## src/rtl/branch_seq_pkg.sv

```systemverilog
`default_nettype none
// ============================================================================
// Module      : branch_seq_pkg
// Description : Shared CPU control-unit constants: branch sequencer state
//               encoding, default ALU add opcode and branch counter width.
// Revision    : 1.0 - initial release
// ============================================================================
package branch_seq_pkg;

    // Branch sequencer control steps
    typedef enum logic [2:0] {
        ST_IDLE = 3'd0,
        ST_T3   = 3'd1,
        ST_T4   = 3'd2,
        ST_T5   = 3'd3,
        ST_T6   = 3'd4,
        ST_DONE = 3'd5
    } state_t;

    localparam int         c_CNT_W    = 16;
    localparam int         c_ALU_OP_W = 5;
    localparam logic [4:0] c_ADD_OP   = 5'b00011;

    // A sequence is "in progress" only while executing the T3..T6 steps
    function automatic logic is_busy(input state_t s);
        return (s == ST_T3) || (s == ST_T4) || (s == ST_T5) || (s == ST_T6);
    endfunction

endpackage
`default_nettype wire

```

## src/rtl/branch_cnt.sv

```systemverilog
`default_nettype none
// ============================================================================
// Module      : branch_cnt
// Description : Wrapping up-counter with enable, used for branch statistics.
// Ports       : clk     - clock
//               reset   - asynchronous active-low reset (clears count)
//               i_en    - increment by one on the next rising edge
//               o_count - current count, wraps from all-ones to zero
// Revision    : 1.0 - initial release
// ============================================================================
module branch_cnt
    import branch_seq_pkg::*;
#(
    parameter int WIDTH = c_CNT_W
) (
    input  logic             clk,
    input  logic             reset,
    input  logic             i_en,
    output logic [WIDTH-1:0] o_count
);

    logic [WIDTH-1:0] r_count;

    // Natural modulo-2^WIDTH wrap on overflow
    always_ff @(posedge clk or negedge reset) begin
        if (!reset) begin
            r_count <= '0;
        end else if (i_en) begin
            r_count <= r_count + WIDTH'(1);
        end
    end

    assign o_count = r_count;

endmodule
`default_nettype wire

```

## src/rtl/branch_seq.sv

```systemverilog
`default_nettype none
// ============================================================================
// Module      : branch_seq
// Description : Control sequencer for a conditional branch instruction.
//               Steps T3..T6 evaluate the condition, add the branch offset
//               to the PC and conditionally load the new PC. Moore outputs.
// Ports       : clk, reset (async active-low)
//               start  - pulse: IR holds a branch, begin sequence
//               stall  - hold current step (memory/bus not ready)
//               con    - condition flip-flop output
//               Gra..PCin - datapath control strobes
//               alu_op - ALU operation select
//               busy   - sequence in progress (T3..T6)
//               done   - one-cycle completion pulse
//               taken  - outcome of the last completed branch
//               br_total, br_taken - completed / taken branch counts
// Revision    : 1.0 - initial release
// ============================================================================
module branch_seq
    import branch_seq_pkg::*;
#(
    parameter int                  ALU_OP_W = c_ALU_OP_W,
    parameter logic [ALU_OP_W-1:0] ADD_OP   = ALU_OP_W'(c_ADD_OP)
) (
    input  logic                clk,
    input  logic                reset,
    input  logic                start,
    input  logic                stall,
    input  logic                con,
    output logic                Gra,
    output logic                Rout,
    output logic                CONin,
    output logic                PCout,
    output logic                Yin,
    output logic                Cout,
    output logic                Zin,
    output logic                Zlowout,
    output logic                PCin,
    output logic [ALU_OP_W-1:0] alu_op,
    output logic                busy,
    output logic                done,
    output logic                taken,
    output logic [c_CNT_W-1:0]  br_total,
    output logic [c_CNT_W-1:0]  br_taken
);

    state_t r_state;
    state_t w_state_nxt;
    logic   r_cond_q;
    logic   r_taken;
    logic   w_capture;
    logic   w_retire;

    // The condition is sampled only on the edge that leaves T4, and the
    // branch retires only on the edge that leaves T6; a stall blocks both.
    assign w_capture = (r_state == ST_T4) && !stall;
    assign w_retire  = (r_state == ST_T6) && !stall;

    always_ff @(posedge clk or negedge reset) begin
        if (!reset) begin
            r_state <= ST_IDLE;
        end else begin
            r_state <= w_state_nxt;
        end
    end

    always_ff @(posedge clk or negedge reset) begin
        if (!reset) begin
            r_cond_q <= 1'b0;
            r_taken  <= 1'b0;
        end else begin
            if (w_capture) begin
                r_cond_q <= con;
            end
            if (w_retire) begin
                r_taken <= r_cond_q;
            end
        end
    end

    // Next state and Moore output decode (state + registered cond_q only)
    always_comb begin
        w_state_nxt = r_state;
        Gra         = 1'b0;
        Rout        = 1'b0;
        CONin       = 1'b0;
        PCout       = 1'b0;
        Yin         = 1'b0;
        Cout        = 1'b0;
        Zin         = 1'b0;
        Zlowout     = 1'b0;
        PCin        = 1'b0;
        alu_op      = '0;
        done        = 1'b0;
        busy        = is_busy(r_state);

        case (r_state)
            ST_IDLE: begin
                if (start) begin
                    w_state_nxt = ST_T3;
                end
            end
            ST_T3: begin
                Gra   = 1'b1;
                Rout  = 1'b1;
                CONin = 1'b1;
                if (!stall) begin
                    w_state_nxt = ST_T4;
                end
            end
            ST_T4: begin
                PCout = 1'b1;
                Yin   = 1'b1;
                if (!stall) begin
                    w_state_nxt = ST_T5;
                end
            end
            ST_T5: begin
                Cout   = 1'b1;
                Zin    = 1'b1;
                alu_op = ADD_OP;
                if (!stall) begin
                    w_state_nxt = ST_T6;
                end
            end
            ST_T6: begin
                Zlowout = 1'b1;
                PCin    = r_cond_q;
                if (!stall) begin
                    w_state_nxt = ST_DONE;
                end
            end
            ST_DONE: begin
                done        = 1'b1;
                w_state_nxt = ST_IDLE;
            end
            default: begin
                w_state_nxt = ST_IDLE;
            end
        endcase
    end

    branch_cnt #(
        .WIDTH (c_CNT_W)
    ) u_cnt_total (
        .clk     (clk),
        .reset   (reset),
        .i_en    (w_retire),
        .o_count (br_total)
    );

    branch_cnt #(
        .WIDTH (c_CNT_W)
    ) u_cnt_taken (
        .clk     (clk),
        .reset   (reset),
        .i_en    (w_retire & r_cond_q),
        .o_count (br_taken)
    );

    assign taken = r_taken;

endmodule
`default_nettype wire
```

## config.mk

```make
export PLATFORM = sky130hd
export DESIGN_NAME = branch_seq
export DESIGN_NICKNAME = d
export VERILOG_FILES = /design/src/rtl/branch_seq_pkg.sv /design/src/rtl/branch_cnt.sv /design/src/rtl/branch_seq.sv
export SDC_FILE = /design/constraint.sdc
export NUM_CORES = 1
export LEC_CHECK = 0
export ABC_AREA = 0
export CAP_MARGIN = 30
export CORE_ASPECT_RATIO = 1.5
export CORE_MARGIN = 1
export CORE_UTILIZATION = 44
export CTS_BUF_LIST = sky130_fd_sc_hd__clkbuf_2 sky130_fd_sc_hd__clkbuf_4 sky130_fd_sc_hd__clkbuf_8
export CTS_CLUSTER_DIAMETER = 50
export DETAILED_ROUTE_END_ITERATION = 7
export PLACE_DENSITY_LB_ADDON = 0.15
export SLEW_MARGIN = 15
export SYNTH_ARGS = -nofsm -noshare
export SYNTH_HDL_FRONTEND = slang
export SYNTH_SLANG_ARGS = --single-unit
```

## constraint.sdc

```tcl
create_clock -name clk -period 1.71 [get_ports clk]
set_input_delay 0.342 -clock clk [delete_from_list [all_inputs] [get_ports clk]]
set_output_delay 0.342 -clock clk [all_outputs]
set_load 0.03 [all_outputs]
```

======== After elaboration in Yosys (flattened, before gate mapping) ========
Index checks and enable logic that the tools add are counted.
storage, ports and cells
  register bits ........................... 37
  latch bits .............................. 0
  memory bits (writable) .................. 0
  ROM bits ................................ 0
  input port bits ......................... 5
  output and inout port bits .............. 49
  word-level logic and storage cells ...... 39
  memories kept ........................... 0
operators by class
  add/sub/neg operators ................... 2
  multipliers ............................. 0
  div/mod/pow operators ................... 0
  order comparisons ....................... 0
  eq/ne operators ......................... 10
  shift operators ......................... 0
  mux-type cells .......................... 13
  bitwise logic cells ..................... 1
  reductions and logical operators ........ 8
operators by type and width
  cell                                                                    count
  16-bit by 1-bit adder with 16-bit output (second input constant)        2
  3-bit 2-to-1 mux                                                        5
  3-bit case mux with 5 select lines                                      1
  2-bit != test (second input constant)                                   5
  3-bit by 2-bit equality test with 1-bit output (second input constant)  2
  3-bit equality test (second input constant)                             2
  1-bit 2-to-1 mux                                                        6
  5-bit AND reduction                                                     1
  3-bit by 1-bit equality test with 1-bit output (second input constant)  1
  3-bit zero test                                                         1
  1-bit logical OR                                                        3
  1-bit logical AND                                                       2
  2-bit 2-to-1 mux                                                        1
  1-bit bitwise AND                                                       1
  1-bit zero test                                                         1

======== Longest topological paths before layout ========
  word-level depth ........................ 4
  gate-level depth with buffers ........... 6
  depth with buffers taken out ............ 5

======== Hierarchy ========
From an unflattened synthesis, not the netlist that was laid out.
unflattened totals
  cell total of the unflattened synthesis .. 153
  area total of the unflattened synthesis .. 1804.2 um^2
modules (own cells, without submodules)
  module      instances  cells an instance  area each (um^2)  seq. area each (um^2)
  branch_cnt  2          56                 695.7             400.4
  branch_seq  1          41                 412.9             125.1

======== Worst setup path before layout ========
Ideal clock, no wire load.
  path type ............................... register to output
  start ................................... reg r_state[2]
  end ..................................... out Gra
  arrival ................................. 1.461 ns
  data required time ...................... 1.368 ns
  slack ................................... -0.093 ns
  stages on the path, launching flop included .. 5
  path buffers ............................ 2
  path through ............................ dfrtp_1 buf_2 nor2b_1 nor2b_1 buf_4
on the way
  longest elaborated chain between the ends .. 2
RTL lines
  element                                         RTL line          text
  start: declaration                              branch_seq.sv:47  state_t r_state;
  start signal: assignment                        branch_seq.sv:63  r_state <= w_state_nxt;
  3-bit by 1-bit equality test with 1-bit output  -
  1-bit 2-to-1 mux                                -
  end: declaration                                branch_seq.sv:30  output logic Gra,
Every way passes these cells.

======== Final worst setup path ========
  start ................................... reg r_state[2]
  end ..................................... out PCout
on the way
  longest elaborated chain between the ends .. 2
RTL lines
  element                                         RTL line          text
  3-bit by 2-bit equality test with 1-bit output  branch_seq.sv:97  case (r_state)
  1-bit 2-to-1 mux                                branch_seq.sv:97
  end: declaration                                branch_seq.sv:33  output logic PCout,
Every way passes these cells.

==> impl_metrics.tcl <==
set metrics [dict create \
    status "finished, final reports clean" \
    first_pass_iters 4 \
    synth_top_area_cell "dfrtp_1" \
    cap_violations 0 \
    wl_met3_um 174 \
    io_buffers 50 \
    synth_edf_count 0 \
    setup.worst_path.class "reg2out" \
    fin_hold_ws_ns 0.465 \
    drt-total-wl_mm 4.04 \
    numClockSinks 37 \
    power.density_nw_per_um2 1290 \
    r2r-start "r_state[0]" \
    vdd_drop_max_mv 1.30 \
    r2r_slack_ns 0.06 \
    die_h_um 80.5 \
    synth-seq-area-share 0.513 \
    wl_per_cell_um 14.8 \
    globalRouteTotalUtil 0.214 \
    period_needed_ns 1.68 \
    area_growth_pct 45.2 \
    setup_slack_ns 0.0272 \
    cts_tree "yes" \
    p_sw_frac 0.366 \
    layout-drive-gt1-share 0.258 \
    grt_max_degree 23 \
    rsz0062_at_grt "yes" \
    postPlaceCellArea_um2 2340 \
    numCtsBuffers 5 \
    hold_viol_final 0 \
    internal_power_w 0.00214 \
    async_flop_share 1.00 \
    die-area_um2 4370 \
    hold_end "u_cnt_taken.o_count[15]" \
    drt_iter0_markers 13 \
    wl_met2_mm 2.34 \
    grt_pass1_vias 1462 \
    ff2ff_path_depth 4 \
    ys_ff_latch 37 \
    antenna_found_initial 0 \
    p_leak_nw 1.40 \
    gp_congestion 0.768 \
    whs_path_depth 1 \
    path_max_fanout 5 \
    vias_per_cell 5.10 \
    htreeDepth 2 \
    r2r-end "u_cnt_total.o_count[7]" \
    seqPwrFrac 0.323 \
    coreArea_um2 3920 \
    critPathArrivalTime_ns 1.34 \
    setup_violations 0 \
    start_kind "register" \
    die_w_um 54.3 \
    cts_root_buf "clkbuf_8" \
    synth.area.top_cells "dfrtp_1 51%, xnor2_1 13%, buf_4 3.7%" \
    fp-row-count 28 \
    drc 0 \
    end_kind "output pin" \
    clockPowerShare 0.236 \
    fin_tns_setup_ns 0 \
    io_pins 54 \
    fin_util 0.668 \
    min-delay-start "u_cnt_taken.o_count[15]" \
    dp_slack_ns -0.307 \
    worstSkewPairLatency_ns 0.29 \
    synth_ff_type "dfrtp_1" \
    highest_layer "met4" \
    yosysWarnings 0 \
    synth_area_um2 1810 \
    n_fill_cell 323 \
    max_freq_ghz 0.594 \
    hp-class "reg2reg" \
    switching_power_w 0.00123 \
    synth_top_area_frac 0.513 \
    wl_met1_mm 1.48 \
    slew_viol_final 0 \
    fin_skew_ns 0.00296 \
    crit_required_ns 1.37 \
    clock_path_buffers 2 \
    final_cell_area_um2 2620 \
    dr_total_vias 1397 \
    combPwrFrac 0.441 \
    ys_types 29 \
    initial_core_util 0.460 \
    diodes 0 \
    grt_overflow 0 \
    postRouteAntennaNets 0 \
    nNetsFinal 235 \
    dpl.hpwl_mm 2.89 \
    fin_crit_sh 0.984 \
    synthCells 165 \
    grt_pass1_wl_mm 6.72 \
    path_clk_slew_ns 0.07 \
    syn_area_per_cell_um2 10.9 \
]
==> registers in the layout, summed over array words and instances, names as in the netlist <==
register and count:
u_cnt_taken.o_count 16, r_state 3, r_cond_q 1, u_cnt_total.o_count 16, taken 1
==> final cells by class <==
cell class / count / area [µm²] / share of cell area
sequential: 37 / 927 / 0.354
tap: 45 / 56.3 / 0.0215
multi-input combinational: 112 / 863 / 0.329
clock buffer: 7 / 90.1 / 0.0344
timing repair buffer: 67 / 636 / 0.242
clock inverter: 1 / 30.0 / 0.0115
inverter: 5 / 18.8 / 0.00716
==> synth_stat cells, drive strengths merged, types with 2 or more instances <==
library cell / count
dfrtp: 37
xnor2: 26
nand2: 16
buf: 13
nand4: 9
and3: 7
nand3: 7
nor2: 7
and4: 6
xor2: 6
inv: 5
nor3: 5
and2: 4
nor2b: 3
ha: 2
mux2: 2
==> worst max-delay path, stage by stage (launching register included) <==
cell and delay (ns):
dfrtp_1 0.40, buf_4 0.17, nand2b_1 0.18, nor2_1 0.14, buf_4 0.18
==> logic make-up after synthesis <==
| group | Yosys count | synth area share |
|---|---|---|
| AOI/OAI and AO/OA | 3 | 0.0118 |
| and+or+nand+nor | 69 | 0.224 |
| buffers and inverters | 18 | 0.0624 |
| xor gates and xnor gates | 32 | 0.155 |
| other | 1 | 0.00208 |
| muxes | 3 | 0.0180 |
| adders and majority gates | 2 | 0.0139 |
| DFF | 37 | 0.513 |
==> routing by layer <==
metal / track usage / up-vias
met3: 0.0511 / 5
li1: - / 671
met4: 0.0846 / 0
met1: 0.240 / 685
met2: 0.373 / 36
met5: 0 / -
==> placed cells by master (no fill, tap or decap), drive strengths merged, types with 2 or more instances in the layout <==
master,count
ha,2
xor2,6
nor3,5
dlymetal6s2s,6
nor2,7
buf,30
nand3,7
nor2b,3
and4,6
conb,3
clkbuf,7
clkdlybuf4s50,6
and2,4
xnor2,26
mux2,2
nand2,16
dfrtp,37
and3,7
dlygate4sd2,24
inv,5
nand4,9
==> power groups by stage <==
stage	combinational [W]	clock, W	sequential (W)
finish	0.00149	0.000795	0.00109
global route	0.00159	0.000853	0.00111
CTS	0.00135	0.000814	0.00108
detailed placement	0.00124	0	0.00110
global placement	0.00122	0	0.00109
floorplan	0.000766	0	0.00117
==> through the flow <==
| stage | instances | power (W) |
|---|---|---|
| floorplan | 167 | 0.00194 |
| global placement | 261 | 0.00231 |
| detailed placement | 261 | 0.00235 |
| CTS | 272 | 0.00324 |
| global route | 274 | 0.00355 |
| finish | 274 | 0.00337 |
==> worst max path at each step <==
stage,start,to,depth (start not counted)
6_report,r_state[2],PCout,4
5_1_grt,r_state[2],PCout,4
4_1_cts,u_cnt_total.o_count[0],br_total[0],1
3_5_place_dp,stall,u_cnt_total.o_count[7],5
3_3_place_gp,stall,u_cnt_total.o_count[7],5
2_1_floorplan,r_state[2],Yin,4
==> what timing repair did <==
action	4_1_cts	5_1_grt
resized for setup	31	33
endpoints found under the setup margin	37	32
endpoints found under the hold margin	15	0
gates cloned	0	0
pin swaps	1	13
setup buffers	2	2
hold buffers	1	0
No activity file was read; power rests on OpenSTA's default activity.
